**src/rtl/exec_divider_pkg.sv**
```systemverilog
// Shared definitions for the Execute-stage iterative divider: FSM encodings
// and the constants of the default 32-bit configuration.
package exec_divider_pkg;

   localparam int DIV_WIDTH = 32;
   localparam int DIV_ITERS = DIV_WIDTH;
   localparam logic [DIV_WIDTH-1:0] DIV_ZERO_LO = {DIV_WIDTH{1'b1}};

   typedef enum logic [1:0] {
      DIV_IDLE = 2'd0,
      DIV_RUN  = 2'd1,
      DIV_DONE = 2'd2
   } div_state_e;

endpackage

```
**src/rtl/exec_divider_if.sv**
```systemverilog
// Execute-stage <-> divider signal bundle. The pipeline (master) holds StartE
// high while stalled by DivBusyE; HasDivE is a one-cycle result strobe with
// DivLoE/DivHiE valid in that cycle.
interface exec_divider_if #(
   parameter int WIDTH = 32
);
   logic             StartE;
   logic             IsSignedE;
   logic [WIDTH-1:0] SrcAE;
   logic [WIDTH-1:0] SrcBE;
   logic             FlushE;
   logic             DivBusyE;
   logic             HasDivE;
   logic [WIDTH-1:0] DivLoE;
   logic [WIDTH-1:0] DivHiE;

   modport master (
      output StartE, IsSignedE, SrcAE, SrcBE, FlushE,
      input  DivBusyE, HasDivE, DivLoE, DivHiE
   );

   modport slave (
      input  StartE, IsSignedE, SrcAE, SrcBE, FlushE,
      output DivBusyE, HasDivE, DivLoE, DivHiE
   );
endinterface

```
**src/rtl/exec_divider_div_step.sv**
```systemverilog
// One restoring division iteration: shift {rem, quo} left, trial-subtract the
// divisor with a WIDTH+1-bit compare, and shift the quotient bit in.
module div_step #(
   parameter int WIDTH = 32
) (
   input  logic [WIDTH-1:0] i_rem,
   input  logic [WIDTH-1:0] i_quo,
   input  logic [WIDTH-1:0] i_divisor,
   output logic [WIDTH-1:0] o_rem,
   output logic [WIDTH-1:0] o_quo
);
   logic [WIDTH:0] w_shift;
   logic           w_ge;

   assign w_shift = {i_rem, i_quo[WIDTH-1]};
   assign w_ge    = (w_shift >= {1'b0, i_divisor});
   // rem < divisor holds on entry, so the difference always fits in WIDTH bits.
   assign o_rem   = w_ge ? (w_shift[WIDTH-1:0] - i_divisor) : w_shift[WIDTH-1:0];
   assign o_quo   = {i_quo[WIDTH-2:0], w_ge};
endmodule

```
**src/rtl/exec_divider.sv**
```systemverilog
// Iterative radix-2 divider for MIPS div/divu: stalls Execute for WIDTH+1
// cycles, then strobes HasDivE with registered quotient (LO) and remainder (HI).
module exec_divider
   import exec_divider_pkg::*;
#(
   parameter int WIDTH = DIV_WIDTH
) (
   input  logic                 CLK,
   input  logic                 RST_N,
   exec_divider_if.slave        div_if,
   output div_state_e           o_dbg_state
);
   localparam int CNT_W = $clog2(WIDTH + 1);

   div_state_e       r_state;
   div_state_e       w_state_nxt;
   logic [CNT_W-1:0] r_cnt;
   logic [WIDTH-1:0] r_rem;
   logic [WIDTH-1:0] r_quo;
   logic [WIDTH-1:0] r_divisor;
   logic [WIDTH-1:0] r_src_a;
   logic             r_neg_q;
   logic             r_neg_r;
   logic             r_div_zero;
   logic [WIDTH-1:0] r_lo;
   logic [WIDTH-1:0] r_hi;

   logic             w_busy;
   logic             w_has_div;
   logic             w_start;
   logic             w_step;
   logic             w_last;
   logic             w_sign_a;
   logic             w_sign_b;
   logic [WIDTH-1:0] w_abs_a;
   logic [WIDTH-1:0] w_abs_b;
   logic [WIDTH-1:0] w_rem_nxt;
   logic [WIDTH-1:0] w_quo_nxt;
   logic [WIDTH-1:0] w_lo_fix;
   logic [WIDTH-1:0] w_hi_fix;

   assign w_sign_a = div_if.IsSignedE & div_if.SrcAE[WIDTH-1];
   assign w_sign_b = div_if.IsSignedE & div_if.SrcBE[WIDTH-1];
   assign w_abs_a  = w_sign_a ? (~div_if.SrcAE + 1'b1) : div_if.SrcAE;
   assign w_abs_b  = w_sign_b ? (~div_if.SrcBE + 1'b1) : div_if.SrcBE;

   assign w_start = (r_state == DIV_IDLE) && div_if.StartE && !div_if.FlushE;
   assign w_step  = (r_state == DIV_RUN) && !div_if.FlushE;
   assign w_last  = w_step && (r_cnt == CNT_W'(1));

   always_comb begin
      w_state_nxt = r_state;
      w_busy      = 1'b0;
      w_has_div   = 1'b0;
      unique case (r_state)
         DIV_IDLE: begin
            if (w_start) begin
               w_state_nxt = DIV_RUN;
               w_busy      = 1'b1;
            end
         end
         DIV_RUN: begin
            w_busy = 1'b1;
            if (w_last) w_state_nxt = DIV_DONE;
         end
         DIV_DONE: begin
            // StartE still high here belongs to the finishing instruction.
            w_has_div   = !div_if.FlushE;
            w_state_nxt = DIV_IDLE;
         end
         default: w_state_nxt = DIV_IDLE;
      endcase
      if (div_if.FlushE) w_state_nxt = DIV_IDLE;
   end

   always_ff @(posedge CLK or negedge RST_N) begin
      if (!RST_N) r_state <= DIV_IDLE;
      else        r_state <= w_state_nxt;
   end

   div_step #(.WIDTH(WIDTH)) u_step (
      .i_rem     (r_rem),
      .i_quo     (r_quo),
      .i_divisor (r_divisor),
      .o_rem     (w_rem_nxt),
      .o_quo     (w_quo_nxt)
   );

   // Divide-by-zero bypasses the sign fix-up and reports the raw dividend.
   assign w_lo_fix = r_div_zero ? {WIDTH{1'b1}}
                   : (r_neg_q ? (~w_quo_nxt + 1'b1) : w_quo_nxt);
   assign w_hi_fix = r_div_zero ? r_src_a
                   : (r_neg_r ? (~w_rem_nxt + 1'b1) : w_rem_nxt);

   always_ff @(posedge CLK or negedge RST_N) begin
      if (!RST_N) begin
         r_cnt      <= '0;
         r_rem      <= '0;
         r_quo      <= '0;
         r_divisor  <= '0;
         r_src_a    <= '0;
         r_neg_q    <= 1'b0;
         r_neg_r    <= 1'b0;
         r_div_zero <= 1'b0;
         r_lo       <= '0;
         r_hi       <= '0;
      end else if (w_start) begin
         r_cnt      <= CNT_W'(WIDTH);
         r_rem      <= '0;
         r_quo      <= w_abs_a;
         r_divisor  <= w_abs_b;
         r_src_a    <= div_if.SrcAE;
         r_neg_q    <= w_sign_a ^ w_sign_b;
         r_neg_r    <= w_sign_a;
         r_div_zero <= (div_if.SrcBE == '0);
      end else if (w_step) begin
         r_cnt <= r_cnt - 1'b1;
         r_rem <= w_rem_nxt;
         r_quo <= w_quo_nxt;
         if (w_last) begin
            r_lo <= w_lo_fix;
            r_hi <= w_hi_fix;
         end
      end
   end

   assign div_if.DivBusyE = w_busy;
   assign div_if.HasDivE  = w_has_div;
   assign div_if.DivLoE   = r_lo;
   assign div_if.DivHiE   = r_hi;
   assign o_dbg_state     = r_state;
endmodule

```
**src/flat_wrapper.sv**
```systemverilog
// flat-port wrapper written by rule: the top's interface ports become plain ports
module exec_divider_flat import exec_divider_pkg::*;
#(
   parameter int WIDTH = DIV_WIDTH
)
  (CLK, RST_N, o_dbg_state, div_if_StartE, div_if_IsSignedE, div_if_SrcAE, div_if_SrcBE, div_if_FlushE, div_if_DivBusyE, div_if_HasDivE, div_if_DivLoE, div_if_DivHiE);
  exec_divider_if #(.WIDTH(WIDTH)) div_if_i ();
  input  logic CLK;
  input  logic RST_N;
  output div_state_e o_dbg_state;
  input wire logic [$bits(div_if_i.StartE)-1:0] div_if_StartE;
  input wire logic [$bits(div_if_i.IsSignedE)-1:0] div_if_IsSignedE;
  input wire logic [$bits(div_if_i.SrcAE)-1:0] div_if_SrcAE;
  input wire logic [$bits(div_if_i.SrcBE)-1:0] div_if_SrcBE;
  input wire logic [$bits(div_if_i.FlushE)-1:0] div_if_FlushE;
  output wire logic [$bits(div_if_i.DivBusyE)-1:0] div_if_DivBusyE;
  output wire logic [$bits(div_if_i.HasDivE)-1:0] div_if_HasDivE;
  output wire logic [$bits(div_if_i.DivLoE)-1:0] div_if_DivLoE;
  output wire logic [$bits(div_if_i.DivHiE)-1:0] div_if_DivHiE;
  assign div_if_i.StartE = div_if_StartE;
  assign div_if_i.IsSignedE = div_if_IsSignedE;
  assign div_if_i.SrcAE = div_if_SrcAE;
  assign div_if_i.SrcBE = div_if_SrcBE;
  assign div_if_i.FlushE = div_if_FlushE;
  assign div_if_DivBusyE = div_if_i.DivBusyE;
  assign div_if_HasDivE = div_if_i.HasDivE;
  assign div_if_DivLoE = div_if_i.DivLoE;
  assign div_if_DivHiE = div_if_i.DivHiE;
  exec_divider #(.WIDTH(WIDTH)) u_core (.CLK(CLK), .RST_N(RST_N), .div_if(div_if_i), .o_dbg_state(o_dbg_state));
endmodule
```
**config.mk**
```make
export PLATFORM = sky130hd
export DESIGN_NAME = exec_divider_flat
export DESIGN_NICKNAME = d
export VERILOG_FILES = /design/src/rtl/exec_divider_pkg.sv /design/src/rtl/exec_divider_if.sv /design/src/rtl/exec_divider_div_step.sv /design/src/rtl/exec_divider.sv /design/src/flat_wrapper.sv
export SDC_FILE = /design/constraint.sdc
export NUM_CORES = 1
export LEC_CHECK = 0
export BUFFER_PORTS_ARGS = -buffer_cell sky130_fd_sc_hd__buf_4
export CAP_MARGIN = 0
export CORE_ASPECT_RATIO = 0.8
export CORE_MARGIN = 8
export CORE_UTILIZATION = 60
export CTS_CLUSTER_SIZE = 8
export DETAILED_ROUTE_END_ITERATION = 12
export PLACE_DENSITY = 0.81
export SLEW_MARGIN = 10
export SYNTH_ARGS = -nofsm -noshare
export SYNTH_HDL_FRONTEND = slang
export SYNTH_SLANG_ARGS = --single-unit
```
**constraint.sdc**
```tcl
create_clock -name CLK -period 12.4 [get_ports CLK]
set_input_delay 0 -clock CLK [delete_from_list [all_inputs] [get_ports CLK]]
set_output_delay 0 -clock CLK [all_outputs]
set_load 0.02 [all_outputs]
```
=== Word-level counts from Yosys, hierarchy flattened ===
Cells that the tools add are included.

* Multiplexer cells: 20
* Bitwise logic cells: 8
* Equality and inequality tests: 5
* Add/sub/neg operators: 6
* Reductions and logical operators: 10
* $lt $le $gt $ge: 1

{| class="wikitable"
|+ Operators with widths
! kind !! count
|-
| $mux W32 || 11
|-
| $add A32 B1 Y32 const B || 4
|-
| $not A32 Y32 || 4
|-
| $ge A33 B32 Y1 || 1
|-
| $logic_not A32 Y1 || 1
|-
| $sub A32 B32 Y32 || 1
|-
| $mux W6 || 2
|-
| $eq A6 B1 Y1 const B || 1
|-
| $mux W2 || 3
|-
| $ne A3 B2 Y1 const B || 2
|-
| $sub A6 B1 Y6 const B || 1
|-
| $logic_and A1 B1 Y1 || 4
|-
| $pmux W2 S2 || 1
|-
| $reduce_and A3 Y1 || 1
|-
| $and A1 B1 Y1 || 2
|-
| $eq A2 B1 Y1 const B || 1
|-
| $eq A2 B2 Y1 const B || 1
|-
| $logic_not A2 Y1 || 1
|-
| $mux W1 || 2
|-
| $pmux W1 S2 || 1
|-
| $reduce_and A2 Y1 || 1
|-
| $reduce_bool A2 Y1 || 1
|-
| $logic_not A1 Y1 || 1
|-
| $not A1 Y1 || 1
|-
| $xor A1 B1 Y1 || 1
|}

* Logic and storage cells: 61
* Register bits after elaboration: 203

=== Longest topological paths before layout ===
* Depth in word-level cells: 6
* Mapped depth: 26
* Gate-level depth less buffers: 21

=== Cells and area by module ===
From an unflattened synthesis, not the netlist that was laid out.

* Cells, all modules: 1,615
* Area, all modules: 13,660.6 um2

{| class="wikitable"
|+ Modules (own cells, without submodules)
! module !! area each (um2) !! instances !! sequential area each (um2) !! cells each
|-
| exec_divider || 10,938.0 || 1 || 5,079.9 || 1,244
|-
| div_step || 2,722.6 || 1 || 0.0 || 371
|}

=== Least setup slack after synthesis ===
No wires, ideal clock.

* Path type: reg-to-reg
* From: register u_core.r_rem[2]
* To: register u_core.r_hi[26], in the netlist u_core.div_if.DivHiE[26]
* Period minus slack after synthesis: 5.803 ns
* Data required time: 12.274 ns
* Stages on the path, launching flop included: 25
* Arrival: 5.677 ns
* Library setup time: 0.126 ns
* Slack: 6.597 ns
* Cell sequence: dfrtp_1 > ha_1 > a21oi_2 > nor2b_1 > buf_6 > o311a_1 > o211ai_2 > nand2_1 > inv_1 > buf_2 > buf_2 > buf_1 > mux2i_1 > ha_1 > or3b_1 > or3_1 > or3_1 > nor2_1 > nand3_1 > o41a_1 > a221o_1 > o31ai_4 > nand2_2 > xor2_1 > a221o_1

* Longest elaborated chain between the ends: 6
* Elaborated cells between the ends (all ways): 7

{| class="wikitable"
|+ Ends and longest elaborated chain
! item !! line !! RTL
|-
| from (decl) || exec_divider.sv:18 || <nowiki>logic [WIDTH-1:0] r_rem;</nowiki>
|-
| from (signal assigned) || exec_divider.sv:118 || <nowiki>r_rem <= w_rem_nxt;</nowiki>
|-
| $sub A32 B32 Y32 / $ge A33 B32 Y1 (equally long branches) || exec_divider_div_step.sv:18, exec_divider_div_step.sv:16 ||
|-
| $mux W32 (*) || exec_divider_div_step.sv:18 || <nowiki>assign o_rem = w_ge ? (w_shift[WIDTH-1:0] - i_divisor) : w_shift[WIDTH-1:0];</nowiki>
|-
| $not A32 Y32 || exec_divider.sv:93 || <nowiki>: (r_neg_r ? (~w_rem_nxt + 1'b1) : w_rem_nxt);</nowiki>
|-
| $add A32 B1 Y32 || exec_divider.sv:93 ||
|-
| $mux W32 (*) || exec_divider.sv:93 ||
|-
| $mux W32 (*) || exec_divider.sv:92 || <nowiki>assign w_hi_fix = r_div_zero ? r_src_a</nowiki>
|-
| to (signal assigned) || exec_divider.sv:122 || <nowiki>r_hi <= w_hi_fix;</nowiki>
|-
| to (decl) || exec_divider.sv:26 || <nowiki>logic [WIDTH-1:0] r_hi;</nowiki>
|}

Mark *: on every way between the ends. The rest lies on a longest branch, timed or not.
A chain may end at the register's enable or synchronous reset.

=== Final worst setup path ===
Same ends and word-level chain as after synthesis.

==> qor.csv <==
stage,metric,value,unit
status,result of the run,completed,
layout,synth-to-layout area growth,19.4,%
drt,final WL,42200,µm
synthesis,adder-cell share of the synthesized area,0.0363,
worst_setup_path,required time of the critical path,12.82,ns
timing,final max-slew violation count,0,
cts,number of clock buffers inserted by TritonCTS,29,
pwr,switching power summed over all nets,2040,µW
timing,unrepaired setup endpoints after global routing,no,
layout,number of fill cells in the layout,1714,
worst_setup_path,CP max stage cell,sky130_fd_sc_hd__nor2b_1,
synthesis,most area-consuming cells after synthesis,"sky130_fd_sc_hd__dfrtp_1 37%, sky130_fd_sc_hd__nand2_1 9.2%, sky130_fd_sc_hd__o21ai_0 5.1%",
cts,Clock Latency Late Sink,0.54,ns
synthesis,share of the synthesized area in the top cell type,0.372,
timing,top achievable clock speed,0.157,GHz
timing,Setup TNS,0,ns
worst_setup_path,type of element capturing the critical path,register,
worst_setup_path,setup slack on the worst flop-to-flop path,6.04,ns
pwr,combinational share of power,0.575,
synthesis,total number of yosys warnings,0,
worst_setup_path,"logic depth of the worst path, buffers included",21,
drt,violation count after the first detailed-routing iteration,1207,
drt,routed wire length per instance,19.4,µm
cts,clock transition at the register clock pins on the worst setup and hold paths after CTS,0.06,ns
synthesis,fraction of registers with async set/reset,1.00,
synthesis,simple logic cell fraction of the synthesized area,0.221,
floorplanning,core box area,22400,µm²
synthesis,Syn Inst Count,1707,
synthesis,largest family of logic cells by synthesized area,simple AND/OR/NAND/NOR gates,
synthesis,top cells by instance count after synthesis,"334 x sky130_fd_sc_hd__nand2_1, 203 x sky130_fd_sc_hd__dfrtp_1, 151 x sky130_fd_sc_hd__nor2_1, 138 x sky130_fd_sc_hd__o21ai_0, 120 x sky130_fd_sc_hd__a21oi_1",
run,max-capacitance violation count,0,
drt,Pre-Repair DR Iteration Count,7,
floorplanning,num rows,49,
worst_setup_path,Crit path largest cell delay,0.48,ns
global_route,via count of the first global-routing pass,13300,
placement,worst setup slack after placement,6.23,ns
pwr,LEAKAGE,0.00738,µW
cts,maximum buffer depth of the clock tree,3,
layout,nets@finish,1976,
cts,clock sink count,203,
timing,number of hold violations in the final report,0,
worst_setup_path,buffers and inverters on the worst path,2,
layout,total inserted antenna cells,0,
cts,Clock Root Buffer,sky130_fd_sc_hd__clkbuf_16,
drt,DRC violations left,0,
pwr,Peak supply drop,318,µV
pwr,share of total power consumed by net switching,0.473,
timing,Slew headroom,0.237,
synthesis,total nets after synthesis,1815,
floorplanning,total I/O pin count,137,
pwr,total power,4310,µW
hold_path,class of the tightest hold or removal check,in -> async,
timing,pin slew with the least headroom to its limit,1.14,ns
synthesis,xor and xnor fraction of the mapped netlist area,0.0854,
worst_setup_path,critical path's top delay family,simple AND/OR/NAND/NOR gates,
worst_setup_path,capture instance of the worst register-to-register path,u_core.div_if.DivHiE[26],
floorplanning,die width,185,µm
synthesis,flop and latch count out of synthesis,203,
worst_setup_path,worst-path cell chain,ha_1 > a21oi_2 > nor2b_1 > o311a_1 > o211ai_2 > nand2_1 > buf_4 > inv_1 > mux2i_1 > ha_1 > or3b_1 > or3_1 > or3_1 > nor2_1 > nand3_1 > o41a_1 > a221o_1 > o31ai_4 > nand2_2 > xor2_1 > a221o_1,
layout,fraction of layout instances using a drive strength above 1,0.110,
placement,Post-DP HPWL,29600,µm
cts,number of levels the H-tree was split into,1,
pwr,Clk pwr share,0.159,
pwr,Sequential Power Share,0.266,
cts,postcts setup bufs,0,
timing,min cycle time layout,6.36,ns
floorplanning,die height,151,µm
placement,count of port buffers added during placement,136,
worst_setup_path,reg-to-reg startpoint,u_core.r_rem[2],
synthesis,top flip-flop cell by instance count after synthesis,sky130_fd_sc_hd__dfrtp_1,
drt,count of nets left with antenna violations after detail routing,0,
placement,global placement routability congestion,0.938,
worst_setup_path,data arrival time of the critical path,6.78,ns
drt,Vias,13400,
synthesis,count of different cell masters after synthesis,86,
worst_setup_path,Crit Path Category,reg -> reg,
synthesis,portion of netlist area occupied by mux cells,0.0222,
global_route,Tot GR Track Use,0.301,
timing,setup violators final,0,
cts,TritonCTS clock tree,built,
worst_setup_path,Critical Path Source Type,register,
synthesis,"count leader, synth",sky130_fd_sc_hd__nand2_1,
worst_setup_path,cells on worst reg2reg path,21,
synthesis,number of enable-type register cells in the synthesized netlist,0,
drt,Via-to-Cell Ratio,6.18,
synthesis,largest area contributor in the netlist,sky130_fd_sc_hd__dfrtp_1,
synthesis,share of the yosys chip area belonging to registers,0.372,
layout,total area of sequential cells,5080,µm²
pwr,ratio of total power to cell area,265,nW/µm²
synthesis,area fraction in compound gates after synthesis,0.216,
pwr,Internal Pwr Total,2270,µW
layout,final core occ,0.728,
worst_setup_path,maximum fanout along the worst path,40,
global_route,largest net degree at the start of global routing,92,
timing,clock skew,0.0162,ns
timing,share of the clock period used by the worst path after layout,0.513,
floorplanning,Initial Utilization,0.610,
global_route,grt ovf,0,
timing,final worst-path setup slack,6.04,ns
layout,multi-input gate area in the final layout,7930,µm²
global_route,number of antenna violations at the first check in global routing,0,
global_route,wire length of the first global-routing pass,68400,µm
synthesis,summed instance area of the synthesized netlist,13600,µm²
synthesis,syn avg cell area,7.99,µm²
floorplanning,full die area,27800,µm²
==> cells by family after synthesis <==
kind of cell,count (synthesis)
simple gates,675
compound gates,467
flops,203
buf+inv,160
xor+xnor,133
fa+ha+maj,39
mux,30
==> placed cells by master (no fill, tap or decap), types with 6 or more instances in the layout <==
master	netlist	layout
sky130_fd_sc_hd__a211oi_1	11	11
sky130_fd_sc_hd__a21boi_0	9	9
sky130_fd_sc_hd__a21o_1	8	8
sky130_fd_sc_hd__a21oi_1	120	120
sky130_fd_sc_hd__a31oi_1	43	43
sky130_fd_sc_hd__and2_1	11	11
sky130_fd_sc_hd__and3_1	14	14
sky130_fd_sc_hd__buf_4	2	148
sky130_fd_sc_hd__clkbuf_16	0	29
sky130_fd_sc_hd__dfrtp_1	203	203
sky130_fd_sc_hd__dlygate4sd3_1	0	81
sky130_fd_sc_hd__ha_1	38	38
sky130_fd_sc_hd__inv_1	60	59
sky130_fd_sc_hd__mux2i_1	28	28
sky130_fd_sc_hd__nand2_1	334	334
sky130_fd_sc_hd__nand2b_1	8	8
sky130_fd_sc_hd__nand3_1	22	22
sky130_fd_sc_hd__nand4_1	10	10
sky130_fd_sc_hd__nor2_1	151	148
sky130_fd_sc_hd__nor3_1	38	38
sky130_fd_sc_hd__nor3b_1	8	8
sky130_fd_sc_hd__nor4_1	14	14
sky130_fd_sc_hd__o211ai_1	9	9
sky130_fd_sc_hd__o21a_1	10	10
sky130_fd_sc_hd__o21ai_0	138	138
sky130_fd_sc_hd__o21ai_1	9	9
sky130_fd_sc_hd__o31a_1	6	6
sky130_fd_sc_hd__o31ai_1	28	28
sky130_fd_sc_hd__o41ai_1	11	11
sky130_fd_sc_hd__or2_2	6	6
sky130_fd_sc_hd__or3_1	23	23
sky130_fd_sc_hd__or4_1	12	12
sky130_fd_sc_hd__xnor2_1	56	56
sky130_fd_sc_hd__xor2_1	77	77
==> through the flow <==
stage / instance area (µm²) / cells / hold slack, ns
6_report: 16300 / 2175 / 0.0812
2_1_floorplan: 13600 / 1707 / -0.296
5_1_grt: 16300 / 2175 / 0.134
3_3_place_gp: 14700 / 2062 / 0.0860
4_1_cts: 16300 / 2175 / 0.0892
3_5_place_dp: 14700 / 2062 / 0.0954
==> how the worst max path moves through the flow <==
stage | from | endpoint | slack [ns]
2_1_floorplan | u_core.r_rem[2] | u_core.div_if.DivHiE[26] | 6.60
3_5_place_dp | u_core.r_rem[2] | u_core.div_if.DivHiE[26] | 6.23
5_1_grt | u_core.r_rem[19] | u_core.div_if.DivHiE[26] | 5.64
6_report | u_core.r_rem[2] | u_core.div_if.DivHiE[26] | 6.04
3_3_place_gp | u_core.r_rem[19] | u_core.div_if.DivHiE[26] | 6.45
4_1_cts | u_core.r_rem[2] | u_core.div_if.DivHiE[26] | 6.16
==> area by class of cell <==
cell class,instances,area share
clock buffer,31,0.0450
clock inverter,1,0.000307
inverter,60,0.0138
multi-input combinational,1344,0.487
sequential,203,0.312
tap,306,0.0235
timing repair buffer,230,0.119
==> metal layers <==
layer	global-route usage	up-vias	part of all wire
met5	0	-	0
met4	0.105	0	0.031
met3	0.0441	92	0.072
met2	0.484	584	0.46
met1	0.412	6463	0.44
li1	-	6304	-
==> power by group through the flow <==
stage               sequential (µW)  combinational [µW]  clock [µW]
floorplan                      1190                1630           0
global placement               1130                2360           0
detailed placement             1140                2400           0
CTS                            1140                2450         693
global route                   1170                2730         720
finish                         1150                2480         685
==> sequential cells by signal, summed over array words and instances (netlist names) <==
| signal | count |
|---|---|
| u_core.r_div_zero | 1 |
| u_core.div_if.DivHiE | 32 |
| u_core.r_divisor | 32 |
| u_core.r_neg_q | 1 |
| u_core.r_rem | 32 |
| u_core.r_neg_r | 1 |
| u_core.r_quo | 32 |
| u_core.r_src_a | 32 |
| u_core.o_dbg_state | 2 |
| u_core.div_if.DivLoE | 32 |
| u_core.r_cnt | 6 |
==> what timing repair did <==
item | 4_1_cts | 5_1_grt
endpoints found under the hold margin | 178 | 0
hold buffers | 81 | 0
gates resized for setup | 0 | 0
Power figures use the tool's default switching activity.
